==> src/rtl/sensor_display_scan_pkg.sv <==
// Shared constants and types for the sensor display path.
package sensor_display_scan_pkg;

  // Symbol codes understood by the downstream 7-segment decoder
  localparam logic [3:0] SYM_DEG = 4'd10;
  localparam logic [3:0] SYM_R   = 4'd11;
  localparam logic [3:0] SYM_H   = 4'd12;
  localparam logic [3:0] SYM_C   = 4'd13;
  localparam logic [3:0] SYM_F   = 4'd14;

  // Slot index == anode bit position; slot 3 is the leftmost digit
  localparam logic [1:0] SLOT_UNIT = 2'd0;
  localparam logic [1:0] SLOT_SYM  = 2'd1;
  localparam logic [1:0] SLOT_ONES = 2'd2;
  localparam logic [1:0] SLOT_TENS = 2'd3;

  localparam logic [3:0] AN_OFF = 4'b1111;

  typedef enum logic [1:0] {
    ST_IDLE  = 2'd0,
    ST_SHIFT = 2'd1,
    ST_DONE  = 2'd2
  } conv_state_t;

endpackage

==> src/rtl/sensor_display_scan_bin_to_bcd_seq.sv <==
// Sequential double-dabble: one add-3/shift step per cycle, VALUE_W steps.
// Inputs are pre-clamped to 0..99 so a two-nibble accumulator suffices.
module bin_to_bcd_seq #(
  parameter int VALUE_W = 8
) (
  input  logic               clk,
  input  logic               rst,
  input  logic               start,
  input  logic [VALUE_W-1:0] din,
  output logic               done,
  output logic [3:0]         tens,
  output logic [3:0]         ones
);
  localparam int CNT_W = $clog2(VALUE_W + 1);

  logic [VALUE_W-1:0] sr;
  logic [7:0]         acc;
  logic [7:0]         adj;
  logic [7+VALUE_W:0] sh;
  logic [CNT_W-1:0]   cnt;
  logic               run;

  // Add 3 to every nibble >= 5, then shift the accumulator/shift-reg pair left
  always_comb begin
    adj[3:0] = (acc[3:0] >= 4'd5) ? acc[3:0] + 4'd3 : acc[3:0];
    adj[7:4] = (acc[7:4] >= 4'd5) ? acc[7:4] + 4'd3 : acc[7:4];
    sh       = {adj, sr} << 1;
  end

  // Step counter and datapath; done pulses for one cycle after the last step
  always_ff @(posedge clk) begin
    if (rst) begin
      sr   <= '0;
      acc  <= '0;
      cnt  <= '0;
      run  <= 1'b0;
      done <= 1'b0;
    end else begin
      done <= 1'b0;
      if (start) begin
        sr  <= din;
        acc <= '0;
        cnt <= CNT_W'(VALUE_W);
        run <= 1'b1;
      end else if (run) begin
        acc <= sh[7+VALUE_W:VALUE_W];
        sr  <= sh[VALUE_W-1:0];
        cnt <= cnt - CNT_W'(1);
        if (cnt == CNT_W'(1)) begin
          run  <= 1'b0;
          done <= 1'b1;
        end
      end
    end
  end

  assign tens = acc[7:4];
  assign ones = acc[3:0];

endmodule

==> src/rtl/sensor_display_scan.sv <==
// Sensor reading -> two BCD digits + unit symbols, scanned onto a shared
// code bus with active-low anodes.
module sensor_display_scan
  import sensor_display_scan_pkg::*;
#(
  parameter int REFRESH_DIV = 50000,
  parameter int VALUE_W     = 8
) (
  input  logic               clk,
  input  logic               rst,
  input  logic [VALUE_W-1:0] value,
  input  logic               value_valid,
  input  logic               mode,
  input  logic               unit_f,
  output logic [3:0]         bcd,
  output logic [3:0]         an,
  output logic               busy
);
  localparam int REF_W = (REFRESH_DIV > 1) ? $clog2(REFRESH_DIV) : 1;

  conv_state_t        state, state_nx;
  logic [VALUE_W-1:0] in_clamped, pend_val, start_val;
  logic               pend_vld, pend_mode, pend_unit;
  logic               start, start_mode, start_unit, commit;
  logic               cap_mode, cap_unit;
  logic               conv_done;
  logic [3:0]         conv_tens, conv_ones;
  logic [3:0]         tens, ones;
  logic               disp_mode, disp_unit;
  logic [REF_W-1:0]   rcnt;
  logic [1:0]         slot;
  logic               tick;
  logic [3:0]         slot_an, slot_bcd;

  // Readings above 99 are shown as 99 so the tens digit stays a decimal digit
  always_comb begin
    in_clamped = (32'(value) > 32'd99) ? VALUE_W'(99) : value;
  end

  bin_to_bcd_seq #(.VALUE_W(VALUE_W)) u_conv (
    .clk   (clk),
    .rst   (rst),
    .start (start),
    .din   (start_val),
    .done  (conv_done),
    .tens  (conv_tens),
    .ones  (conv_ones)
  );

  // Conversion state register
  always_ff @(posedge clk) begin
    if (rst) state <= ST_IDLE;
    else     state <= state_nx;
  end

  // Next state and start selection; a strobe in DONE beats any pending entry
  always_comb begin
    state_nx   = state;
    start      = 1'b0;
    commit     = 1'b0;
    start_val  = in_clamped;
    start_mode = mode;
    start_unit = unit_f;
    case (state)
      ST_IDLE: begin
        if (value_valid) begin
          start    = 1'b1;
          state_nx = ST_SHIFT;
        end
      end
      ST_SHIFT: begin
        if (conv_done) state_nx = ST_DONE;
      end
      ST_DONE: begin
        commit = 1'b1;
        if (value_valid || pend_vld) begin
          start    = 1'b1;
          state_nx = ST_SHIFT;
          if (!value_valid) begin
            start_val  = pend_val;
            start_mode = pend_mode;
            start_unit = pend_unit;
          end
        end else begin
          state_nx = ST_IDLE;
        end
      end
      default: state_nx = ST_IDLE;
    endcase
  end

  // One-deep pending buffer (last strobe wins), capture and display commit
  always_ff @(posedge clk) begin
    if (rst) begin
      pend_vld  <= 1'b0;
      pend_val  <= '0;
      pend_mode <= 1'b0;
      pend_unit <= 1'b0;
      cap_mode  <= 1'b0;
      cap_unit  <= 1'b0;
      tens      <= '0;
      ones      <= '0;
      disp_mode <= 1'b0;
      disp_unit <= 1'b0;
    end else begin
      if (state == ST_DONE) begin
        pend_vld <= 1'b0;
      end else if (state == ST_SHIFT && value_valid) begin
        pend_vld  <= 1'b1;
        pend_val  <= in_clamped;
        pend_mode <= mode;
        pend_unit <= unit_f;
      end
      if (start) begin
        cap_mode <= start_mode;
        cap_unit <= start_unit;
      end
      if (commit) begin
        tens      <= conv_tens;
        ones      <= conv_ones;
        disp_mode <= cap_mode;
        disp_unit <= cap_unit;
      end
    end
  end

  assign busy = (state != ST_IDLE);
  assign tick = (rcnt == REF_W'(REFRESH_DIV - 1));

  // Code/anode pattern for the slot about to be shown
  always_comb begin
    slot_an  = AN_OFF;
    slot_bcd = 4'd0;
    case (slot)
      SLOT_TENS: begin
        if (tens != 4'd0) begin
          slot_an  = 4'b0111;
          slot_bcd = tens;
        end
      end
      SLOT_ONES: begin
        slot_an  = 4'b1011;
        slot_bcd = ones;
      end
      SLOT_SYM: begin
        slot_an  = 4'b1101;
        slot_bcd = disp_mode ? SYM_R : SYM_DEG;
      end
      default: begin
        slot_an  = 4'b1110;
        slot_bcd = disp_mode ? SYM_H : (disp_unit ? SYM_F : SYM_C);
      end
    endcase
  end

  // Refresh divider and slot rotation; outputs only move on a tick
  always_ff @(posedge clk) begin
    if (rst) begin
      rcnt <= '0;
      slot <= 2'd0;
      bcd  <= 4'd0;
      an   <= AN_OFF;
    end else begin
      rcnt <= tick ? '0 : rcnt + REF_W'(1);
      if (tick) begin
        bcd  <= slot_bcd;
        an   <= slot_an;
        slot <= slot + 2'd1;
      end
    end
  end

endmodule
==> config.mk <==
export PLATFORM = sky130hd
export DESIGN_NAME = sensor_display_scan
export DESIGN_NICKNAME = d
export VERILOG_FILES = /design/src/rtl/sensor_display_scan_pkg.sv /design/src/rtl/sensor_display_scan_bin_to_bcd_seq.sv /design/src/rtl/sensor_display_scan.sv
export SDC_FILE = /design/constraint.sdc
export NUM_CORES = 1
export LEC_CHECK = 0
export ABC_AREA = 1
export BUFFER_PORTS_ARGS = -buffer_cell sky130_fd_sc_hd__buf_2
export CORE_MARGIN = 4
export CORE_UTILIZATION = 50
export CTS_CLUSTER_DIAMETER = 60
export DETAILED_ROUTE_END_ITERATION = 10
export GPL_ROUTABILITY_DRIVEN = 0
export HOLD_SLACK_MARGIN = 0.05
export PLACE_DENSITY = 0.68
export SLEW_MARGIN = 20
export SYNTH_ARGS = -nofsm -noshare
export SYNTH_HDL_FRONTEND = slang
export SYNTH_SLANG_ARGS = --single-unit
==> constraint.sdc <==
create_clock -name clk -period 2 [get_ports clk]
set_input_delay 0.1 -clock clk [delete_from_list [all_inputs] [get_ports clk]]
set_output_delay 0.1 -clock clk [all_outputs]
set_load 0.03 [all_outputs]
==> results.sh <==
export IMPL_path_cells="ha_1 -> nand2_1 -> inv_2 -> nand2_1 -> nor2_1 -> nand2_2 -> nand2_4 -> nor3_1"
export IMPL_netlist_area_sq_um=3580
export IMPL_clock_latency_ps=340
export IMPL_route_detailed_drc=0
export IMPL_dp_cells=620
export IMPL_endpoint="rcnt[7]"
export IMPL_finalHoldViolCount=0
export IMPL_synthesis_area_per_instance_sq_um=6.97
export IMPL_power_uw=2790
export IMPL_global_route_overflow_total=0
export IMPL_drt_iter0_drc=123
export IMPL_power_leakage_uw=0.00163
export IMPL_timing_rr_start="rcnt[0]"
export IMPL_final_nets=563
export IMPL_fp_dieH_um=92.6
export IMPL_grt_pass1_wl_um=13200
export IMPL_grt_setup_unrepaired="false"
export IMPL_drive_above_1_share_pct=12.5
export IMPL_synth_top_flop_cell="dfxtp_1"
export IMPL_worst_slew_pin_transition_ps=405
export IMPL_outcome="completed"
export IMPL_finalCritPeriodShare_pct=80.4
export IMPL_cp_arrival_ps=1840
export IMPL_synth_distinct_cells=31
export IMPL_worst_case_setup_margin_in_the_final_layout_ps=391
export IMPL_area_growth_synth_to_final_pct=9.89
export IMPL_hold_slack_ps=74.1
export IMPL_finalNonFillerCells=638
export IMPL_routedWlPerCell_um=11.5
export IMPL_routed_via_density=5.02
export IMPL_totalNegativeSetupSlack_ps=0
export IMPL_ys_seq_area_share_pct=40.8
export IMPL_fmaxAchievable_mhz=622
export IMPL_design_portCount=22
export IMPL_cts_reportedPaths_clkPinSlew_ps=70
export IMPL_grt_total_usage_pct=18.9
export IMPL_detailroute_via_count=3203
export IMPL_cts_tree="yes"
export IMPL_cell_repeated_most_along_the_worst_path="nand2_1"
export IMPL_worst_r2r_endpoint="rcnt[7]"
export IMPL_endpoint_kind="flop"
export IMPL_async_reset_ff_share_pct=0
export IMPL_post_cts_repair_setup_buffers=0
export IMPL_wl_um=7360
export IMPL_synth_edff_count=0
export IMPL_die_width_um=92.6
export IMPL_pin_count_of_the_biggest_net_entering_global_routing=22
export IMPL_power_density_nw_per_um2=708
export IMPL_timing_final_setup_violations=0
export IMPL_cts_path_max_buffers=2
export IMPL_vias_in_the_first_global_route=2964
export IMPL_min_path_type="in2reg"
export IMPL_postSynthRegisterBits=73
export IMPL_min_period_ps=1610
export IMPL_crit_path_top_delay_cell="dfxtp_1"
export IMPL_drv_max_cap_violation_count=0
export IMPL_synth_fp_nets=539
export IMPL_placement_io_buffers=21
export IMPL_postRouteAntennaNets=0
export IMPL_path_max_fanout=16
export IMPL_ys_warn_count=0
export IMPL_dp_final_hpwl_um=5420
export IMPL_timing_reg2reg_setup_slack_ps=390
export IMPL_antenna_diode_count=0
export IMPL_placementRows=30
export IMPL_slew_viol_final=0
export IMPL_first_drt_pass_iteration_count=5
export IMPL_placeableCoreArea_sq_um=6870
export IMPL_crit_path_max_incr_delay_ps=360
export IMPL_clock_skew_ps=12.6
export IMPL_critical_path_class="reg2reg"
export IMPL_h_tree_depth=3
export IMPL_start_util_pct=52.1
export IMPL_syn_instance_count=514
export IMPL_clk_root_buffer_cell="clkbuf_8"
export IMPL_worst_r2r_cell_count=8
export IMPL_area_enclosed_by_the_die_boundary_sq_um=8580
export IMPL_place_worst_setup_slack_ps=402
export IMPL_clock_sinks=73
export IMPL_max_slew_margin_pct=73.0
export IMPL_cp_data_required_time_ps=2230
export IMPL_max_vdd_ir_drop_uv=347
export IMPL_startpoint_type="flop"
export IMPL_cts_buffers=9
export IMPL_critical_path_startpoint="rcnt[0]"
export IMPL_grt_antenna_before_repair=0
==> worst max-delay path, delay by kind of cell (launching register included) <==
family,cells,cell delay [ps]
flip-flops,1,360
buffers and inverters,1,60
AND/OR/NAND/NOR,6,890
adder cells (fa/ha/maj),1,180
==> where the power goes <==
part	total (uW)	internal, uW	switching [uW]	leakage, uW
Clock	989	469	520	0.0000887
Sequential	1540	1500	34.6	0.000594
Combinational	257	91.9	165	0.000950
==> cells in the final DEF (no fill, tap or decap), types with 3 or more instances in the layout <==
| cell type | count |
|---|---|
| nand2_1 | 119 |
| dfxtp_1 | 73 |
| inv_1 | 57 |
| a21oi_1 | 54 |
| nor2_1 | 51 |
| nand3_1 | 34 |
| o21ai_0 | 21 |
| buf_2 | 21 |
| nand4_1 | 17 |
| inv_2 | 12 |
| ha_1 | 12 |
| clkbuf_8 | 10 |
| o21ai_1 | 9 |
| nor3_1 | 7 |
| nand3b_1 | 6 |
| nand2_2 | 5 |
| o211ai_1 | 4 |
| clkinv_2 | 4 |
| nor2_2 | 3 |
| nand2_4 | 3 |
| dlygate4sd3_1 | 3 |
| buf_4 | 3 |
==> registers in the layout (all words and copies together), names as in the netlist, 2 cells and up <==
| name | flops |
|---|---|
| an | 4 |
| bcd | 4 |
| ones | 4 |
| pend_val | 8 |
| rcnt | 16 |
| slot | 2 |
| state | 2 |
| tens | 4 |
| u_conv.acc | 8 |
| u_conv.cnt | 4 |
| u_conv.sr | 8 |
==> through the flow <==
| stage | utilization [%] | area [sq um] |
|---|---|---|
| finish | 57.3 | 3940 |
| global route | 57.3 | 3940 |
| CTS | 57.3 | 3940 |
| detailed placement | 54.5 | 3740 |
| global placement | 54.5 | 3740 |
| floorplan | - | 3580 |
==> cells in the mapped netlist, types with 4 or more instances <==
| master | instances | area, sq um |
|---|---|---|
| a21oi_1 | 54 | 270 |
| buf_2 | 5 | 25.0 |
| clkbuf_1 | 4 | 15.0 |
| dfxtp_1 | 73 | 1460 |
| ha_1 | 12 | 150 |
| inv_1 | 57 | 214 |
| inv_2 | 12 | 45.0 |
| nand2_1 | 119 | 447 |
| nand2_2 | 5 | 31.3 |
| nand3_1 | 34 | 170 |
| nand3b_1 | 6 | 45.0 |
| nand4_1 | 17 | 106 |
| nor2_1 | 51 | 191 |
| nor3_1 | 7 | 35.0 |
| o211ai_1 | 4 | 30.0 |
| o21ai_0 | 21 | 105 |
| o21ai_1 | 9 | 45.0 |
==> cells by family (layout without fill, tap and decap cells) <==
family	Yosys count	count (layout)	share of synthesized area, %
AO/OA/AOI/OAI	90	90	13.0
AND/OR/NAND/NOR	252	252	31.7
XOR/XNOR	1	1	0.245
buffers and inverters	86	114	9.99
flip-flops	73	73	40.8
adder cells (fa/ha/maj)	12	12	4.19
==> repair_timing <==
item / 4_1_cts / 5_1_grt
endpoints found under the hold margin: 4 / 0
gates resized for setup: 0 / 0
hold buffers: 3 / 0
==> worst min-delay path by stage <==
stage,startpoint,endpoint,slack [ps],cells past startpoint
finish,value[2],pend_val[2],70,3
global route,value[2],pend_val[2],90,3
CTS,value[2],pend_val[2],60,3
detailed placement,unit_f,pend_unit,380,3
global placement,unit_f,pend_unit,380,3
floorplan,unit_f,pend_unit,240,2
==> metal layers <==
layer | track usage [%] | vias up | part of all wire [%]
li1 | - | 1709 | -
met5 | 0 | - | 0
met1 | 24.1 | 1446 | 49
met3 | 3.74 | 10 | 2.8
met4 | 7.94 | 0 | 1.5
met2 | 31.1 | 38 | 46
==> cell type report <==
type,count,area [sq um]
fill,698,2930
tap,96,120
multi-input combinational,355,1760
clock buffer,11,141
inverter,72,273
clock inverter,4,20.0
sequential,73,1460
timing repair buffer,27,158
(Power assumes the default switching activity.)
